==> src/rtl/ser_req_arbiter.sv <==
// ser_req_arbiter
//   Shares one serializer between NREQ request queues. A pending request is
//   picked round-robin and popped from its queue. Its address is then handed
//   to the serializer. Aborted transfers (n_cs released early, reported as
//   err when ready_out returns) are retried up to MAX_RETRY times. Each
//   transaction ends with a one-cycle completion status pulse.
//
// Ports
//   clk, rst_n      clock, asynchronous active-low reset
//   en              grant enable (an in-flight transfer always completes)
//   req_valid       per-requester pending flag, held with req_addr until popped
//   req_addr        packed addresses, requester i at [i*ADDRW +: ADDRW]
//   req_pop         one-cycle one-hot pop strobe to the granted requester
//   ser_valid_in    load request to the serializer
//   ser_addr        address presented to the serializer
//   ser_ready_out   serializer idle / loaded indicator
//   ser_err         serializer abort flag, meaningful when ready_out rises
//   done_valid      one-cycle completion pulse
//   done_id         requester id of the completed transaction
//   done_ok         1 = delivered, 0 = failed after all attempts
//   done_tries      attempts used, valid with done_valid
//   busy            high whenever the arbiter is not idle
module ser_req_arbiter #(
    parameter int ADDRW     = 24,
    parameter int NREQ      = 4,
    parameter int MAX_RETRY = 3,
    localparam int IDW      = (NREQ > 1) ? $clog2(NREQ) : 1
) (
    input  logic                  clk,
    input  logic                  rst_n,
    input  logic                  en,
    input  logic [NREQ-1:0]       req_valid,
    input  logic [NREQ*ADDRW-1:0] req_addr,
    output logic [NREQ-1:0]       req_pop,
    output logic                  ser_valid_in,
    output logic [ADDRW-1:0]      ser_addr,
    input  logic                  ser_ready_out,
    input  logic                  ser_err,
    output logic                  done_valid,
    output logic [IDW-1:0]        done_id,
    output logic                  done_ok,
    output logic [3:0]            done_tries,
    output logic                  busy
);

    typedef enum logic [1:0] {IDLE, ISSUE, WAIT_DONE, REPORT} state_t;

    state_t           state, state_nxt;
    logic [IDW-1:0]   id_q, id_nxt;
    logic [IDW-1:0]   rr_ptr, rr_ptr_nxt;
    logic [3:0]       retry_cnt, retry_nxt;
    logic [NREQ-1:0]  req_pop_nxt;
    logic             ser_valid_nxt;
    logic [ADDRW-1:0] ser_addr_nxt;
    logic             done_valid_nxt;
    logic [IDW-1:0]   done_id_nxt;
    logic             done_ok_nxt;
    logic [3:0]       done_tries_nxt;
    logic             busy_nxt;

    logic [IDW:0]     pick_res;
    logic             grant_found;
    logic [IDW-1:0]   grant_id;

    // First set bit at or above ptr, wrapping; MSB of the result flags a hit.
    function automatic logic [IDW:0] rr_pick(input logic [NREQ-1:0] vec,
                                             input logic [IDW-1:0]  ptr);
        logic           found;
        logic [IDW-1:0] pick;
        int             idx;
        found = 1'b0;
        pick  = '0;
        for (int k = 0; k < NREQ; k++) begin
            idx = (int'(ptr) + k) % NREQ;
            if (!found && vec[idx]) begin
                found = 1'b1;
                pick  = IDW'(idx);
            end
        end
        return {found, pick};
    endfunction

    assign pick_res    = rr_pick(req_valid, rr_ptr);
    assign grant_found = pick_res[IDW];
    assign grant_id    = pick_res[IDW-1:0];

    always_comb begin
        state_nxt      = state;
        id_nxt         = id_q;
        rr_ptr_nxt     = rr_ptr;
        retry_nxt      = retry_cnt;
        req_pop_nxt    = '0;
        ser_valid_nxt  = ser_valid_in;
        ser_addr_nxt   = ser_addr;
        done_valid_nxt = 1'b0;
        done_id_nxt    = done_id;
        done_ok_nxt    = done_ok;
        done_tries_nxt = done_tries;
        busy_nxt       = busy;

        case (state)
            IDLE: begin
                // req_valid is only looked at here; ser_addr doubles as the
                // latched address for every retry of this transaction.
                if (en && grant_found) begin
                    id_nxt        = grant_id;
                    ser_addr_nxt  = req_addr[int'(grant_id)*ADDRW +: ADDRW];
                    retry_nxt     = 4'd0;
                    req_pop_nxt   = NREQ'(1) << grant_id;
                    ser_valid_nxt = 1'b1;
                    busy_nxt      = 1'b1;
                    state_nxt     = ISSUE;
                end
            end
            ISSUE: begin
                // ready_out falling means the serializer took the address;
                // ser_err here is left over from an earlier abort.
                if (!ser_ready_out) begin
                    ser_valid_nxt = 1'b0;
                    state_nxt     = WAIT_DONE;
                end
            end
            WAIT_DONE: begin
                if (ser_ready_out) begin
                    if (!ser_err) begin
                        done_ok_nxt    = 1'b1;
                        done_valid_nxt = 1'b1;
                        done_id_nxt    = id_q;
                        done_tries_nxt = retry_cnt + 4'd1;
                        state_nxt      = REPORT;
                    end else if (retry_cnt < 4'(MAX_RETRY)) begin
                        retry_nxt     = retry_cnt + 4'd1;
                        ser_valid_nxt = 1'b1;
                        state_nxt     = ISSUE;
                    end else begin
                        done_ok_nxt    = 1'b0;
                        done_valid_nxt = 1'b1;
                        done_id_nxt    = id_q;
                        done_tries_nxt = retry_cnt + 4'd1;
                        state_nxt      = REPORT;
                    end
                end
            end
            REPORT: begin
                // done_valid is high during this state; the pointer moves past
                // the requester just served so it waits at most NREQ-1 grants.
                rr_ptr_nxt = IDW'((int'(id_q) + 1) % NREQ);
                busy_nxt   = 1'b0;
                state_nxt  = IDLE;
            end
            default: begin
                state_nxt = IDLE;
            end
        endcase
    end

    always_ff @(posedge clk or negedge rst_n) begin
        if (!rst_n) begin
            state        <= IDLE;
            id_q         <= '0;
            rr_ptr       <= '0;
            retry_cnt    <= 4'd0;
            req_pop      <= '0;
            ser_valid_in <= 1'b0;
            ser_addr     <= '0;
            done_valid   <= 1'b0;
            done_id      <= '0;
            done_ok      <= 1'b0;
            done_tries   <= 4'd0;
            busy         <= 1'b0;
        end else begin
            state        <= state_nxt;
            id_q         <= id_nxt;
            rr_ptr       <= rr_ptr_nxt;
            retry_cnt    <= retry_nxt;
            req_pop      <= req_pop_nxt;
            ser_valid_in <= ser_valid_nxt;
            ser_addr     <= ser_addr_nxt;
            done_valid   <= done_valid_nxt;
            done_id      <= done_id_nxt;
            done_ok      <= done_ok_nxt;
            done_tries   <= done_tries_nxt;
            busy         <= busy_nxt;
        end
    end

endmodule

==> config.mk <==
export PLATFORM = sky130hd
export DESIGN_NAME = ser_req_arbiter
export DESIGN_NICKNAME = d
export VERILOG_FILES = /design/src/rtl/ser_req_arbiter.sv
export SDC_FILE = /design/constraint.sdc
export NUM_CORES = 1
export LEC_CHECK = 0
export CAP_MARGIN = 5
export CORE_MARGIN = 2
export CORE_UTILIZATION = 36
export CTS_CLUSTER_SIZE = 12
export DETAILED_ROUTE_END_ITERATION = 16
export GPL_TIMING_DRIVEN = 0
export PLACE_DENSITY = 0.89
export REMOVE_ABC_BUFFERS = 1
export SYNTH_ARGS = -nofsm -noshare
export SYNTH_HDL_FRONTEND = slang
export SYNTH_SLANG_ARGS = --single-unit
==> constraint.sdc <==
create_clock -name clk -period 1.69 [get_ports clk]
set_input_delay 0.338 -clock clk [delete_from_list [all_inputs] [get_ports clk]]
set_output_delay 0.338 -clock clk [all_outputs]
set_load 0.02 [all_outputs]
==> qor.yml <==
synthesis:
  synth_flop_cell: "dfrtp_1"
  netlist_area_sq_um: 2660
  synth_commonest_cells: "nand2_1, dfrtp_1, a21oi_1, a211o_1, a21oi_2"
  yosysTopAreaCellShare: 0.451
  ys_seq_elements: 48
  synth_area_per_cell_sq_um: 8.40
  syn_inst: 317
  synth_edf_count: 0
  yosysTopAreaCell: "dfrtp_1"
  synth_cell_type_count: 33
  yosys-top-cells-area: "dfrtp_1, nand2_1, a211o_1"
  yosysSeqAreaShare: 0.451
  yosys_warnings: 0
  synth-async-reset-ratio: 1.00
  synth.most_common_cell: "nand2_1"
floorplanning:
  die_h_um: 90
  io_pins: 143
  initial_core_util: 0.369
  dieArea_sq_um: 8100
  num_rows: 31
  fp.dieW_um: 90
  core_sq_um: 7210
place:
  place_ws_ns: -1.95
  hpwl_mm: 6.24
  io_buffer_count: 142
  place_congestion: 0.805
sta:
  tightest_slew_ns: 0.483
  drv_slew: 0
  clock_skew_ns: 0.0102
  rsz0062_at_grt: "yes"
  setup_violations: 26
  fmax_mhz: 549
  timing.final.crit_period_ns: 1.82
  worst_slack_ns: -0.131
  maxSlewHeadroom: 0.677
  hold_viol_final: 0
  fin_crit_sh: 1.08
critical_path:
  endpoint_kind: "register"
  arrival_ns: 1.99
  cp_max_fo: 7
  critPathLaunchType: "register"
  critPathRequiredTime_ns: 1.86
  crit_type: "register to register"
final_layout:
  antenna_cells: 0
  n_fill_cell: 510
  drive_above_1_share: 0.301
  final_nets: 590
  syn2layout_area_growth_pct: 88.8
global_route:
  overflow: 0
  grt_pass1_vias: 3189
  grt_start_max_net_pins: 40
  grt.total_usage: 0.266
  busiest_layer: "met2"
  grt_util_met1: 0.311
  use_met2: 0.477
  grt_pass1_wl_mm: 17.1
  grt_antenna_before_repair: 0
  met3_usage: 0.0604
hold_path:
  min_path_type: "input port to async pin"
power:
  cellPowerDensity_nw_per_um2: 1450
  power_mw: 7.28
  leakagePower_nw: 2.23
  peakVddDrop_uv: 1160
job:
  cap_violations: 0
cts:
  insertion_delay_ns: 0.30
  cts_buffers: 5
  clockBufferDepth: 2
  clkTransAtPathRegs_ns: 0.08
  htree_levels: 2
  cts_tree: "done"
  cts_sinks: 48
  clockRootBuffer: "clkbuf_8"
routing:
  num_vias: 3165
  firstDrtPassIters: 4
  drtIter0Drc: 86
  wl_mm: 11.5
  via_per_inst: 5.42
  wl_per_cell_um: 19.7
  ant_nets: 0
  remaining_drc_errors: 0
outcome:
  status: "finished with violations"
  violations: "setup timing"
-- path summary, 6_finish.rpt --
check                               endpoint  slack (ns)    startpoint  cells past startpoint
worst max-delay path             ser_addr[4]       -0.13     rr_ptr[1]                      6
worst min-delay path                 done_ok        0.43         rst_n                      2
worst max register to register   ser_addr[4]       -0.13     rr_ptr[1]                      6
worst min register to register  ser_addr[10]        0.50  ser_addr[10]                      1
max in group asynchronous          rr_ptr[1]        0.78         rst_n                      3
min in group clk                ser_addr[10]        0.50  ser_addr[10]                      1
-- metal layers --
layer | wire length, um | up-vias
met2 | 5850 | 155
met4 | 284 | 0
li1 | - | 1444
met5 | 0 | -
met1 | 4430 | 1541
met3 | 917 | 25
-- cells in the final DEF, fill, tap and decap left out, types with 2 or more instances in the layout --
| cell type | n |
|---|---|
| nand2_2 | 33 |
| o21ai_0 | 8 |
| dfrtp_2 | 3 |
| nand2_4 | 4 |
| nor3_2 | 2 |
| xnor2_1 | 2 |
| buf_12 | 4 |
| nand2_1 | 75 |
| clkdlybuf4s50_1 | 136 |
| clkbuf_1 | 2 |
| clkbuf_8 | 6 |
| a211o_1 | 24 |
| buf_16 | 4 |
| o22ai_1 | 2 |
| a21oi_1 | 20 |
| a31oi_1 | 2 |
| buf_6 | 3 |
| dfrtp_1 | 45 |
| buf_4 | 19 |
| a21oi_2 | 33 |
| buf_8 | 2 |
| buf_2 | 2 |
| or3_4 | 3 |
| nor2_1 | 8 |
| inv_1 | 6 |
| o221a_4 | 6 |
| mux2_2 | 4 |
| and2_1 | 2 |
-- flip-flops by register name, indices dropped and copies added (netlist names) --
| register | cells |
|---|---|
| done_ok | 1 |
| ser_valid_in | 1 |
| req_pop | 4 |
| done_tries | 4 |
| busy | 1 |
| retry_cnt | 4 |
| done_id | 2 |
| done_valid | 1 |
| id_q | 2 |
| rr_ptr | 2 |
| ser_addr | 24 |
| state | 2 |
-- where the power goes --
group / switching (mW) / total, mW / internal, mW
sequential: 0.323 / 1.93 / 1.61
clock: 0.370 / 0.704 / 0.335
combinational: 2.38 / 4.64 / 2.26
-- logic make-up after synthesis --
family | share of synthesized area
buf+inv | 0.0540
xor+xnor | 0.00987
simple gates | 0.203
compound gates | 0.256
mux | 0.0211
flops | 0.451
fa+ha+maj | 0.00470
-- repair_timing --
| item | 4_1_cts | 5_1_grt |
|---|---|---|
| setup endpoints to repair | 35 | 31 |
| endpoints found under the hold margin | 9 | 0 |
| buffers inserted | 23 | 2 |
| pin swaps | 30 | 37 |
| resized for setup | 63 | 53 |
| hold buffers | 1 | 0 |
| cloned | 9 | 2 |
-- per-stage QoR --
step	utilization	instances	cell area [sq um]	hold WS [ns]	setup TNS, ns
2_1_floorplan	-	295	2540	0.0424	-33.15
3_3_place_gp	0.566	536	4090	0.468	-123.12
3_5_place_dp	0.580	540	4190	0.214	-55.30
4_1_cts	0.672	581	4850	0.421	-1.91
5_1_grt	0.697	584	5030	0.455	-3.40
6_report	0.697	584	5030	0.426	-2.24
-- worst max-delay path, cell delays in order (launching register included) --
cell,delay [ns]
dfrtp_2,0.45
mux2_4,0.35
buf_12,0.15
o221a_4,0.31
nand2_2,0.08
a21oi_2,0.05
a211o_1,0.30
-- final cells by class --
class                      count  area, sq um  share of cell area
tap                           99          124              0.0246
sequential                    48         1200               0.240
timing repair buffer         175         1830               0.364
inverter                       6         22.5             0.00448
clock buffer                   8         90.1              0.0179
multi-input combinational    248         1760               0.350
(Power assumes the default switching activity.)
